<file path="src/rtl/uart_bus_master_if.sv">
// ============================================================================
// Module      : uart_bus_master_if
// Description : Stream, baud-request and UART command signals of uart_bus_master.
// Revision    : 1.0 - initial release
// ============================================================================
`default_nettype none

interface uart_bus_master_if;
    logic [15:0] baud_div;
    logic        baud_load;
    logic [7:0]  tx_data;
    logic        tx_last;
    logic        tx_valid;
    logic        tx_ready;
    logic [7:0]  rx_data;
    logic        rx_valid;
    logic        rx_ready;
    logic [7:0]  uart_dout;
    logic [11:0] uart_rxcount;
    logic [11:0] uart_txcount;
    logic [15:0] id;
    logic [15:0] dout;
    logic        write;
    logic        busy;

    modport master (
        input  baud_div, baud_load, tx_data, tx_last, tx_valid, rx_ready,
               uart_dout, uart_rxcount, uart_txcount,
        output tx_ready, rx_data, rx_valid, id, dout, write, busy
    );

    modport slave (
        output baud_div, baud_load, tx_data, tx_last, tx_valid, rx_ready,
               uart_dout, uart_rxcount, uart_txcount,
        input  tx_ready, rx_data, rx_valid, id, dout, write, busy
    );
endinterface

`default_nettype wire

</file>
<file path="src/rtl/uart_bus_master.sv">
// ============================================================================
// Module      : uart_bus_master
// Description : Drives the UART command port from TX/RX byte streams and baud
//               requests. Define UART_INIT_PURGE_EN to purge both buffers
//               after reset.
// Revision    : 1.0 - initial release
// ============================================================================
`default_nettype none

module uart_bus_master #(
    parameter logic [15:0] ID_BASE        = 16'h0200,
    parameter logic [11:0] TX_HIGH_WATER  = 12'd1000,
    parameter int          RX_WAIT_CYCLES = 3
) (
    input  wire logic       clk,
    input  wire logic       reset_n,
    uart_bus_master_if.master bus
);

    localparam logic [7:0] C_WAIT_LAST = 8'(RX_WAIT_CYCLES - 1);

    typedef enum logic [3:0] {
        IDLE     = 4'd0,
        BAUD     = 4'd1,
        TXSTORE  = 4'd2,
        TXFLUSH  = 4'd3,
        RXCHK    = 4'd4,
        RXPOP    = 4'd5,
        RXWAIT   = 4'd6
`ifdef UART_INIT_PURGE_EN
        ,
        INIT_TXP = 4'd7,
        INIT_RXP = 4'd8
`endif
    } state_t;

    state_t      state_q, state_d;
    logic [15:0] id_q, id_d;
    logic [15:0] dout_q, dout_d;
    logic        write_q, write_d;
    logic [7:0]  rx_data_q, rx_data_d;
    logic        rx_valid_q, rx_valid_d;
    logic        baud_pend_q, baud_pend_d;
    logic [15:0] baud_div_q, baud_div_d;
    logic        tx_last_q, tx_last_d;
    logic [7:0]  wait_cnt_q, wait_cnt_d;
    logic        init_pend_q, init_pend_d;

    logic w_baud_req;
    logic w_rx_elig;
    logic w_tx_ready;
    logic w_tx_fire;

    // A load arriving this cycle already counts as pending, so it wins over
    // an RX pop or TX accept offered at the same time.
    assign w_baud_req = baud_pend_q || bus.baud_load;
    assign w_rx_elig  = (bus.uart_rxcount != 12'd0) && !rx_valid_q;
    assign w_tx_ready = reset_n && (state_q == IDLE) && !w_baud_req && !w_rx_elig
                        && !init_pend_q && (bus.uart_txcount < TX_HIGH_WATER);
    assign w_tx_fire  = bus.tx_valid && w_tx_ready;

    always_comb begin
        state_d     = state_q;
        id_d        = id_q;
        dout_d      = dout_q;
        write_d     = 1'b0;
        rx_data_d   = rx_data_q;
        rx_valid_d  = rx_valid_q && !bus.rx_ready;
        baud_pend_d = w_baud_req;
        baud_div_d  = bus.baud_load ? bus.baud_div : baud_div_q;
        tx_last_d   = tx_last_q;
        wait_cnt_d  = wait_cnt_q;
        init_pend_d = init_pend_q;
        // Outputs are set on entry so write/id/dout line up with the write state.
        case (state_q)
            IDLE: begin
`ifdef UART_INIT_PURGE_EN
                if (init_pend_q) begin
                    state_d = INIT_TXP;
                    write_d = 1'b1;
                    id_d    = ID_BASE + 16'd3;
                    dout_d  = 16'h0000;
                end else
`endif
                if (w_baud_req) begin
                    state_d     = BAUD;
                    write_d     = 1'b1;
                    id_d        = ID_BASE;
                    dout_d      = baud_div_d;
                    baud_pend_d = 1'b0;
                end else if (w_rx_elig) begin
                    state_d = RXCHK;
                end else if (w_tx_fire) begin
                    state_d   = TXSTORE;
                    write_d   = 1'b1;
                    id_d      = ID_BASE + 16'd1;
                    dout_d    = {8'h00, bus.tx_data};
                    tx_last_d = bus.tx_last;
                end
            end
            BAUD:    state_d = IDLE;
            TXSTORE: begin
                if (tx_last_q) begin
                    state_d = TXFLUSH;
                    write_d = 1'b1;
                    id_d    = ID_BASE + 16'd2;
                    dout_d  = 16'h0000;
                end else begin
                    state_d = IDLE;
                end
            end
            TXFLUSH: state_d = IDLE;
            RXCHK: begin
                state_d    = RXPOP;
                write_d    = 1'b1;
                id_d       = ID_BASE + 16'd4;
                dout_d     = 16'h0000;
                rx_data_d  = bus.uart_dout;
                rx_valid_d = 1'b1;
            end
            RXPOP: begin
                state_d    = RXWAIT;
                wait_cnt_d = 8'd0;
            end
            RXWAIT: begin
                if (wait_cnt_q == C_WAIT_LAST) begin
                    state_d = IDLE;
                end else begin
                    wait_cnt_d = wait_cnt_q + 8'd1;
                end
            end
`ifdef UART_INIT_PURGE_EN
            INIT_TXP: begin
                state_d     = INIT_RXP;
                write_d     = 1'b1;
                id_d        = ID_BASE + 16'd5;
                dout_d      = 16'h0000;
                init_pend_d = 1'b0;
            end
            INIT_RXP: state_d = IDLE;
`endif
            default: state_d = IDLE;
        endcase
    end

    always_ff @(posedge clk) begin
        if (!reset_n) begin
            state_q     <= IDLE;
            id_q        <= 16'h0000;
            dout_q      <= 16'h0000;
            write_q     <= 1'b0;
            rx_data_q   <= 8'h00;
            rx_valid_q  <= 1'b0;
            baud_pend_q <= 1'b0;
            baud_div_q  <= 16'h0000;
            tx_last_q   <= 1'b0;
            wait_cnt_q  <= 8'd0;
`ifdef UART_INIT_PURGE_EN
            init_pend_q <= 1'b1;
`else
            init_pend_q <= 1'b0;
`endif
        end else begin
            state_q     <= state_d;
            id_q        <= id_d;
            dout_q      <= dout_d;
            write_q     <= write_d;
            rx_data_q   <= rx_data_d;
            rx_valid_q  <= rx_valid_d;
            baud_pend_q <= baud_pend_d;
            baud_div_q  <= baud_div_d;
            tx_last_q   <= tx_last_d;
            wait_cnt_q  <= wait_cnt_d;
            init_pend_q <= init_pend_d;
        end
    end

    assign bus.tx_ready = w_tx_ready;
    assign bus.rx_data  = rx_data_q;
    assign bus.rx_valid = rx_valid_q;
    assign bus.id       = id_q;
    assign bus.dout     = dout_q;
    assign bus.write    = write_q;
    assign bus.busy     = (state_q != IDLE);

endmodule

`default_nettype wire
</file>
<file path="src/flat_wrapper.sv">
// flat-port wrapper written by rule: the top's interface ports become plain ports
module uart_bus_master_flat 
#(
    parameter logic [15:0] ID_BASE        = 16'h0200,
    parameter logic [11:0] TX_HIGH_WATER  = 12'd1000,
    parameter int          RX_WAIT_CYCLES = 3
)
  (clk, reset_n, bus_baud_div, bus_baud_load, bus_tx_data, bus_tx_last, bus_tx_valid, bus_rx_ready, bus_uart_dout, bus_uart_rxcount, bus_uart_txcount, bus_tx_ready, bus_rx_data, bus_rx_valid, bus_id, bus_dout, bus_write, bus_busy);
  uart_bus_master_if bus_i ();
  input  wire logic clk;
  input  wire logic reset_n;
  input wire logic [$bits(bus_i.baud_div)-1:0] bus_baud_div;
  input wire logic [$bits(bus_i.baud_load)-1:0] bus_baud_load;
  input wire logic [$bits(bus_i.tx_data)-1:0] bus_tx_data;
  input wire logic [$bits(bus_i.tx_last)-1:0] bus_tx_last;
  input wire logic [$bits(bus_i.tx_valid)-1:0] bus_tx_valid;
  input wire logic [$bits(bus_i.rx_ready)-1:0] bus_rx_ready;
  input wire logic [$bits(bus_i.uart_dout)-1:0] bus_uart_dout;
  input wire logic [$bits(bus_i.uart_rxcount)-1:0] bus_uart_rxcount;
  input wire logic [$bits(bus_i.uart_txcount)-1:0] bus_uart_txcount;
  output wire logic [$bits(bus_i.tx_ready)-1:0] bus_tx_ready;
  output wire logic [$bits(bus_i.rx_data)-1:0] bus_rx_data;
  output wire logic [$bits(bus_i.rx_valid)-1:0] bus_rx_valid;
  output wire logic [$bits(bus_i.id)-1:0] bus_id;
  output wire logic [$bits(bus_i.dout)-1:0] bus_dout;
  output wire logic [$bits(bus_i.write)-1:0] bus_write;
  output wire logic [$bits(bus_i.busy)-1:0] bus_busy;
  assign bus_i.baud_div = bus_baud_div;
  assign bus_i.baud_load = bus_baud_load;
  assign bus_i.tx_data = bus_tx_data;
  assign bus_i.tx_last = bus_tx_last;
  assign bus_i.tx_valid = bus_tx_valid;
  assign bus_i.rx_ready = bus_rx_ready;
  assign bus_i.uart_dout = bus_uart_dout;
  assign bus_i.uart_rxcount = bus_uart_rxcount;
  assign bus_i.uart_txcount = bus_uart_txcount;
  assign bus_tx_ready = bus_i.tx_ready;
  assign bus_rx_data = bus_i.rx_data;
  assign bus_rx_valid = bus_i.rx_valid;
  assign bus_id = bus_i.id;
  assign bus_dout = bus_i.dout;
  assign bus_write = bus_i.write;
  assign bus_busy = bus_i.busy;
  uart_bus_master #(.ID_BASE(ID_BASE), .TX_HIGH_WATER(TX_HIGH_WATER), .RX_WAIT_CYCLES(RX_WAIT_CYCLES)) u_core (.clk(clk), .reset_n(reset_n), .bus(bus_i));
endmodule
</file>
<file path="config.mk">
export PLATFORM = sky130hd
export DESIGN_NAME = uart_bus_master_flat
export DESIGN_NICKNAME = d
export VERILOG_FILES = /design/src/rtl/uart_bus_master_if.sv /design/src/rtl/uart_bus_master.sv /design/src/flat_wrapper.sv
export SDC_FILE = /design/constraint.sdc
export NUM_CORES = 1
export LEC_CHECK = 0
export CORE_MARGIN = 10
export CORE_UTILIZATION = 46
export CTS_CLUSTER_SIZE = 16
export DETAILED_ROUTE_END_ITERATION = 7
export GPL_ROUTABILITY_DRIVEN = 0
export PLACE_DENSITY = 0.94
export SLEW_MARGIN = 0
export SYNTH_ARGS = -nofsm -noshare
export SYNTH_HDL_FRONTEND = slang
export SYNTH_SLANG_ARGS = --single-unit
</file>
<file path="constraint.sdc">
create_clock -name clk -period 2.83 [get_ports clk]
set_clock_uncertainty 0.2 [all_clocks]
set_input_delay 0.7075 -clock clk [delete_from_list [all_inputs] [get_ports clk]]
set_output_delay 0.7075 -clock clk [all_outputs]
set_load 0.01 [all_outputs]
</file>
**Word level (Yosys, flattened, before mapping)**

Cells that the tools add are included.

- $add $sub $neg: 1
- Magnitude comparators: 1
- Eq/ne operators: 11
- Multiplexer cells: 25
- Bitwise gates (word level): 3
- Reduce and logical (&&, ||, !) cells: 22

Operators with widths:

| cell | number |
|---|---|
| 16-bit 2-to-1 mux | 9 |
| 16-bit one-hot mux with 3 select lines | 2 |
| 4-bit one-hot mux with 5 select lines | 1 |
| 4-bit 2-to-1 mux | 4 |
| 8-bit one-hot mux with 2 select lines | 1 |
| 4-bit by 3-bit equality test with 1-bit output (second input constant) | 3 |
| 12-bit by 10-bit less-than comparator with 1-bit output (second input constant) | 1 |
| 12-bit nonzero test | 1 |
| 8-bit by 1-bit adder with 8-bit output (second input constant) | 1 |
| 8-bit by 2-bit equality test with 1-bit output (second input constant) | 1 |
| 8-bit 2-to-1 mux | 1 |
| 4-bit AND reduction | 2 |
| 1-bit logical AND | 7 |
| 1-bit 2-to-1 mux | 5 |
| 4-bit by 2-bit equality test with 1-bit output (second input constant) | 1 |
| 1-bit zero test | 4 |
| 4-bit zero test | 1 |
| 2-bit by 1-bit inequality test with 1-bit output (second input constant) | 2 |
| 4-bit by 1-bit inequality test with 1-bit output (second input constant) | 1 |
| 2-bit AND reduction | 2 |
| 4-bit nonzero test | 1 |
| 3-bit by 1-bit inequality test with 1-bit output (second input constant) | 1 |
| 3-bit by 2-bit inequality test with 1-bit output (second input constant) | 1 |
| 1-bit inverter | 3 |
| 7 further kinds | 7 |

- Register bits after elaboration: 72
- Input port bits: 62

**Longest topological paths before layout**

Gate-level depths: netlist (run 1).

- Depth after elaboration: 10
- Mapped depth: 7
- Gate-level depth less buffers: 7

**Worst setup path after synthesis (run 1)**

Ideal clock, no wire load.

- Kind: input to output
- Start point: in bus_uart_rxcount[2]
- End point: out bus_tx_ready
- Arrival: 1.527 ns
- Setup slack: 0.396 ns
- Stages: 3
- Buffers on the path: 0
- Cells stage by stage: nor4_1 -> a31o_2 -> nor3b_1

- Cells in the longest elaborated chain, start to end: 5

Ends and longest elaborated chain:

| what | line | text |
|---|---|---|
| from (decl) | flat_wrapper.sv:19 | `input wire logic [$bits(bus_i.uart_rxcount)-1:0] bus_uart_rxcount;` |
| 12-bit nonzero test | uart_bus_master.sv:57 | `assign w_rx_elig = (bus.uart_rxcount != 12'd0) && !rx_valid_q;` |
| 1-bit logical AND | uart_bus_master.sv:57 |  |
| 1-bit zero test | uart_bus_master.sv:58 | `assign w_tx_ready = reset_n && (state_q == IDLE) && !w_baud_req && !w_rx_elig` |
| 1-bit logical AND | uart_bus_master.sv:58 |  |
| 1-bit logical AND | uart_bus_master.sv:59 | `&& !init_pend_q && (bus.uart_txcount < TX_HIGH_WATER);` |
| to (decl) | flat_wrapper.sv:21 | `output wire logic [$bits(bus_i.tx_ready)-1:0] bus_tx_ready;` |

Every way passes these cells.

**Worst setup path after layout (run 1)**

- Start point: in bus_uart_rxcount[0]
- End point: out bus_tx_ready

Same word-level chain as after synthesis.

==> impl_metrics.csv, run 1 <==
group,metric,value,unit
die,core_area,5510,um^2
power,p_leak,1.55,nW
cts,cts_hold_buf,0,
detailed_routing,wl_per_cell,15.8,um
finish,layout_common_cells,"81 x clkdlybuf4s50_1, 59 x dfxtp_1, 38 x nor2_1, 23 x a21oi_1, 22 x nand2_1",
timing,hold_viol_final,0,
finish,layout-drive-gt1-share,0.121,
global_route,grt_max_degree,26,
min_path,hp-class,"register to register",
detailed_routing,via_per_inst,5.12,
timing,final.min_clock_period,2.81,ns
timing,setup_tns,0,ns
job,cap_viol_max_count,0,
finish,finalInstanceArea,3840,um^2
die,initial_core_util,0.475,
synthesis,synth_cells,285,
synthesis,synthesis.yosys.warnings,0,
die,io_pins,106,
power,power,2.20,mW
finish,antennaDiodeCount,0,
outcome,run_status,"finished, final reports clean",
synthesis,synth_cell_types,46,
detailed_routing,initialDrtViolationCount,129,
timing,tightest_slew,0.797,ns
global_route,grt_pass1_wl,11300,um
timing,fmax,0.356,GHz
cts,clk_latency,0.33,ns
power,cellPowerDensity,574,nW/um^2
synthesis,avgSynthCellArea,9.18,um^2
worst_setup_path,critical_path.max_fanout,2,
worst_setup_path,crit_path_start_kind,"input pin",
place,place_worst_setup_slack,-0.582,ns
finish,area_growth,46.7,%
global_route,grt_usage,0.157,
die,rows,27,
cts,cts.clk_slew.worst_paths,0.06,ns
detailed_routing,drcViolationCount,0,
cts,cts_tree,"done",
global_route,gr-total-overflow,0,
power,vdd_ir_drop_max,369,uV
place,dpl_cell_area,3600,um^2
detailed_routing,drt-pass1-iter-count,4,
worst_setup_path,critical_path_class,"input pin to output port",
synthesis,synth-edff-count,0,
synthesis,yosysSeqAreaShare,0.451,
die,die_area,9110,um^2
synthesis,synthArstFlopShare,0,
detailed_routing,detail-route-antenna-nets,0,
finish,layout_commonest_cell,"clkdlybuf4s50_1",
timing,maxSlewHeadroom,0.469,
worst_setup_path,cp.arrival,1.90,ns
cts,numCtsBuffers,9,
place,dp_hpwl,5410,um
global_route,first_global_vias,2407,
detailed_routing,vias,2367,
worst_setup_path,endpoint_kind,"output port",
synthesis,netlist_area,2620,um^2
timing,setup_ws,0.0234,ns
cts,root_buffer,"clkbuf_8",
cts,ctsHtreeMaxLevel,3,
timing,setup_viol,0,
cts,cts_buffer_depth,2,
die,die_y,95.4,um
timing,maxSlewViolCount,0,
synthesis,ys_seq_elements,59,
die,die_x,95.4,um
detailed_routing,routed_wl,7310,um
worst_setup_path,required,1.92,ns
finish,nNetsFinal,449,
place,io_buffers,90,
timing,finalCritPeriodShare,0.992,
synthesis,ys.flop_type,"dfxtp_1",
global_route,antenna_found_initial,0,
cts,cts.sinks,59,
## per-stage QoR
step / util / hold WS (ns) / std cells
detailed placement: 0.653 / 0.247 / 444
global placement: 0.653 / 0.237 / 444
global route: 0.697 / 0.272 / 462
CTS: 0.692 / 0.257 / 461
floorplan: - / 0.256 / 296
finish: 0.697 / 0.253 / 462
## worst paths after layout
check	slack [ns]	cells after the start	start	endpoint
max	0.02	5	bus_uart_rxcount[0]	bus_tx_ready
max reg2reg	0.82	6	u_core.state_q[2]	u_core.bus.dout[6]
min reg2reg	0.25	2	u_core.bus.rx_data[6]	u_core.bus.rx_data[6]
min	0.25	2	u_core.bus.rx_data[6]	u_core.bus.rx_data[6]
## cells in the mapped netlist, drive strengths merged, types with 2 or more instances
library cell  number  area [um^2]
a21oi             25          133
a31oi              2         27.5
and2               3         18.8
and3               5         31.3
buf               22          153
clkbuf             7         26.3
dfxtp             59         1180
ha                 2         25.0
inv                5         18.8
mux2i             18          180
nand2             22         82.6
nand2b             4         32.5
nand3             16         80.1
nand4              2         12.5
nor2              39          154
nor3               4         31.3
nor4               3         18.8
o211ai             4         30.0
o21a               3         22.5
o21ai              5         28.8
o31ai              8         60.1
o41ai              8         92.6
xnor2              4         35.0
xor2               3         26.3
## state kept, by name, summed over array words and instances, names as in the netlist, 3 cells and up
register	cells
u_core.bus.rx_data	8
u_core.bus.dout	16
u_core.bus.id	4
u_core.state_q	3
u_core.baud_div_q	16
u_core.wait_cnt_q	8
## repair_timing
item,in CTS,in global routing
resized for setup,10,6
setup endpoints to repair,1,1
buffers inserted,1,1
pin swaps,4,4
## critical path, stage by stage
cell	delay, ns
clkdlybuf4s50_1	0.40
nor4_1	0.25
a31o_2	0.23
nor3b_2	0.15
buf_2	0.16
## power breakdown
group,switching [mW],internal (mW)
sequential,0.0303,0.889
combinational,0.242,0.253
clock,0.310,0.480
total,0.583,1.62
## routing by layer
layer	GRT usage	wire (um)
met1	0.159	2780
met2	0.283	3800
met3	0.0723	668
met4	0.0479	53
met5	0	0
## logic make-up after synthesis
kind of cell | Yosys count | share of synthesized area
simple gates | 105 | 0.198
other cells | 1 | 0.00143
fa+ha+maj | 2 | 0.00956
flops | 59 | 0.451
buf+inv | 34 | 0.0755
compound gates | 59 | 0.172
xor+xnor | 7 | 0.0234
mux | 18 | 0.0688
## layout make-up
cell class / instances / area, um^2
fill: 436 / 1670
multi-input combinational: 203 / 1300
sequential: 59 / 1180
timing repair buffer: 107 / 1040
clock buffer: 15 / 176
tap: 72 / 90.1
clock inverter: 1 / 30.0
inverter: 5 / 18.8
Note: power is estimated with default switching activity, not from simulation.
==> inputs of run 2 (changes only) <==
- CORE_ASPECT_RATIO: not set -> 1.5
==> impl_metrics.csv, run 2 (synthesis gave the netlist of run 1 again) <==
group,metric,value,unit
outcome,run_status,"finished, final reports clean",
timing,rsz0062_at_grt,"false",
worst_setup_path,endpoint_kind,"output port",
worst_setup_path,required,1.92,ns
min_path,hold_depth,2,
cts,cts_tree,"done",
detailed_routing,drcViolationCount,0,
global_route,gr-total-overflow,0,
worst_setup_path,reg2reg_slack,0.78,ns
finish,antennaDiodeCount,0,
timing,whs,0.259,ns
detailed_routing,drt-pass1-iter-count,4,
detailed_routing,wl_per_cell,16.3,um
place,io_buffers,90,
detailed_routing,routed_wl,7530,um
min_path,hp-class,"register to register",
place,dp.cells,445,
timing,setup_ws,0.123,ns
worst_setup_path,critical_path.max_fanout,2,
die,initial_core_util,0.477,
cts,clk_latency,0.34,ns
cts,cts_hold_buf,0,
finish,fin_cells,461,
finish,layout_commonest_cell,"clkdlybuf4s50_1",
finish,nNetsFinal,450,
min_path,min-delay-start,"u_core.bus.rx_data[5]",
place,place_worst_setup_slack,-0.527,ns
cts,root_buffer,"clkbuf_8",
die,die_y,112,um
die,core_area,5490,um^2
die,io_pins,106,
global_route,first_global_vias,2527,
global_route,grt_pass1_wl,11800,um
min_path,min_to,"u_core.bus.rx_data[5]",
timing,maxSlewViolCount,0,
finish,layout_common_cells,"80 x clkdlybuf4s50_1, 59 x dfxtp_1, 38 x nor2_1, 23 x a21oi_1, 22 x nand2_1",
timing,finalCritPeriodShare,0.957,
detailed_routing,vias,2400,
timing,setup_viol,0,
worst_setup_path,critical_path.startpoint,"bus_uart_txcount[4]",
worst_setup_path,reg2reg_depth,6,
power,power,2.09,mW
global_route,antenna_found_initial,0,
worst_setup_path,regToRegEndpoint,"u_core.bus.dout[5]",
timing,maxSlewHeadroom,0.447,
worst_setup_path,critical_path_class,"input pin to output port",
detailed_routing,initialDrtViolationCount,142,
global_route,grt_max_degree,25,
timing,fmax,0.369,GHz
job,cap_viol_max_count,0,
finish,fillers,410,
power,p_leak,1.55,nW
die,rows,33,
worst_setup_path,timing.rr.start,"u_core.state_q[2]",
detailed_routing,detail-route-antenna-nets,0,
cts,cts.clk_slew.worst_paths,0.07,ns
cts,ctsHtreeMaxLevel,3,
timing,final.min_clock_period,2.71,ns
worst_setup_path,cp.arrival,1.80,ns
finish,layout-drive-gt1-share,0.133,
cts,cts.sinks,59,
die,die_x,81.6,um
place,dp_hpwl,5850,um
die,die_area,9170,um^2
timing,hold_viol_final,0,
detailed_routing,via_per_inst,5.21,
worst_setup_path,crit_path_start_kind,"input pin",
cts,cts_buffer_depth,2,
global_route,grt_usage,0.161,
timing,tightest_slew,0.829,ns
power,vdd_ir_drop_max,369,uV
power,cellPowerDensity,548,nW/um^2
cts,numCtsBuffers,9,
finish,area_growth,45.9,%
## run 2: worst max-delay path by stage
stage,to,cells after the start
after CTS,bus_tx_ready,5
after global routing,bus_tx_ready,5
after detailed placement,bus_tx_ready,5
after global placement,bus_tx_ready,5
after floorplan,bus_tx_ready,3
final,bus_tx_ready,5
## run 2: area by class of cell
cell class                      count  area, um^2  area share
Multi-Input combinational cell    203        1300       0.341
Tap cell                           70        87.6      0.0229
Clock inverter                      6        41.3      0.0108
Timing Repair Buffer              108        1050       0.275
Inverter                            5        18.8     0.00491
Sequential cell                    59        1180       0.309
Clock buffer                       10         138      0.0360
## run 2: timing repair
action,in CTS,in global routing
gates resized for setup,8,10
endpoints found under the hold margin,0,0
setup endpoints to repair,1,1
pin swaps,2,4
buffers inserted,0,0
## run 2: per-layer routing
layer	vias to the layer above	global-route usage	routed length, um
met5	-	0	0
met4	0	0.0820	201
met3	18	0.0519	556
met2	85	0.295	4070
met1	1119	0.152	2700
li1	1178	-	-
## run 2: critical path: stages
cell and delay [ns]:
clkdlybuf4s50_1 0.39, o21ai_0 0.25, o211ai_1 0.14, nor3b_2 0.15
buf_2 0.16
## run 2: report_power, final
group | switching [mW] | internal, mW | leakage [nW]
clock network | 0.343 | 0.339 | 0.0843
registers | 0.0310 | 0.888 | 0.482
logic | 0.245 | 0.248 | 0.987
## run 2: per-stage QoR
| step | cell area [um^2] | TNS [ns] | util |
|---|---|---|---|
| floorplan | 2660 | 0 | - |
| global placement | 3600 | -0.579 | 0.656 |
| detailed placement | 3600 | -1.17 | 0.656 |
| CTS | 3790 | 0 | 0.690 |
| global route | 3820 | 0 | 0.696 |
| finish | 3820 | 0 | 0.696 |
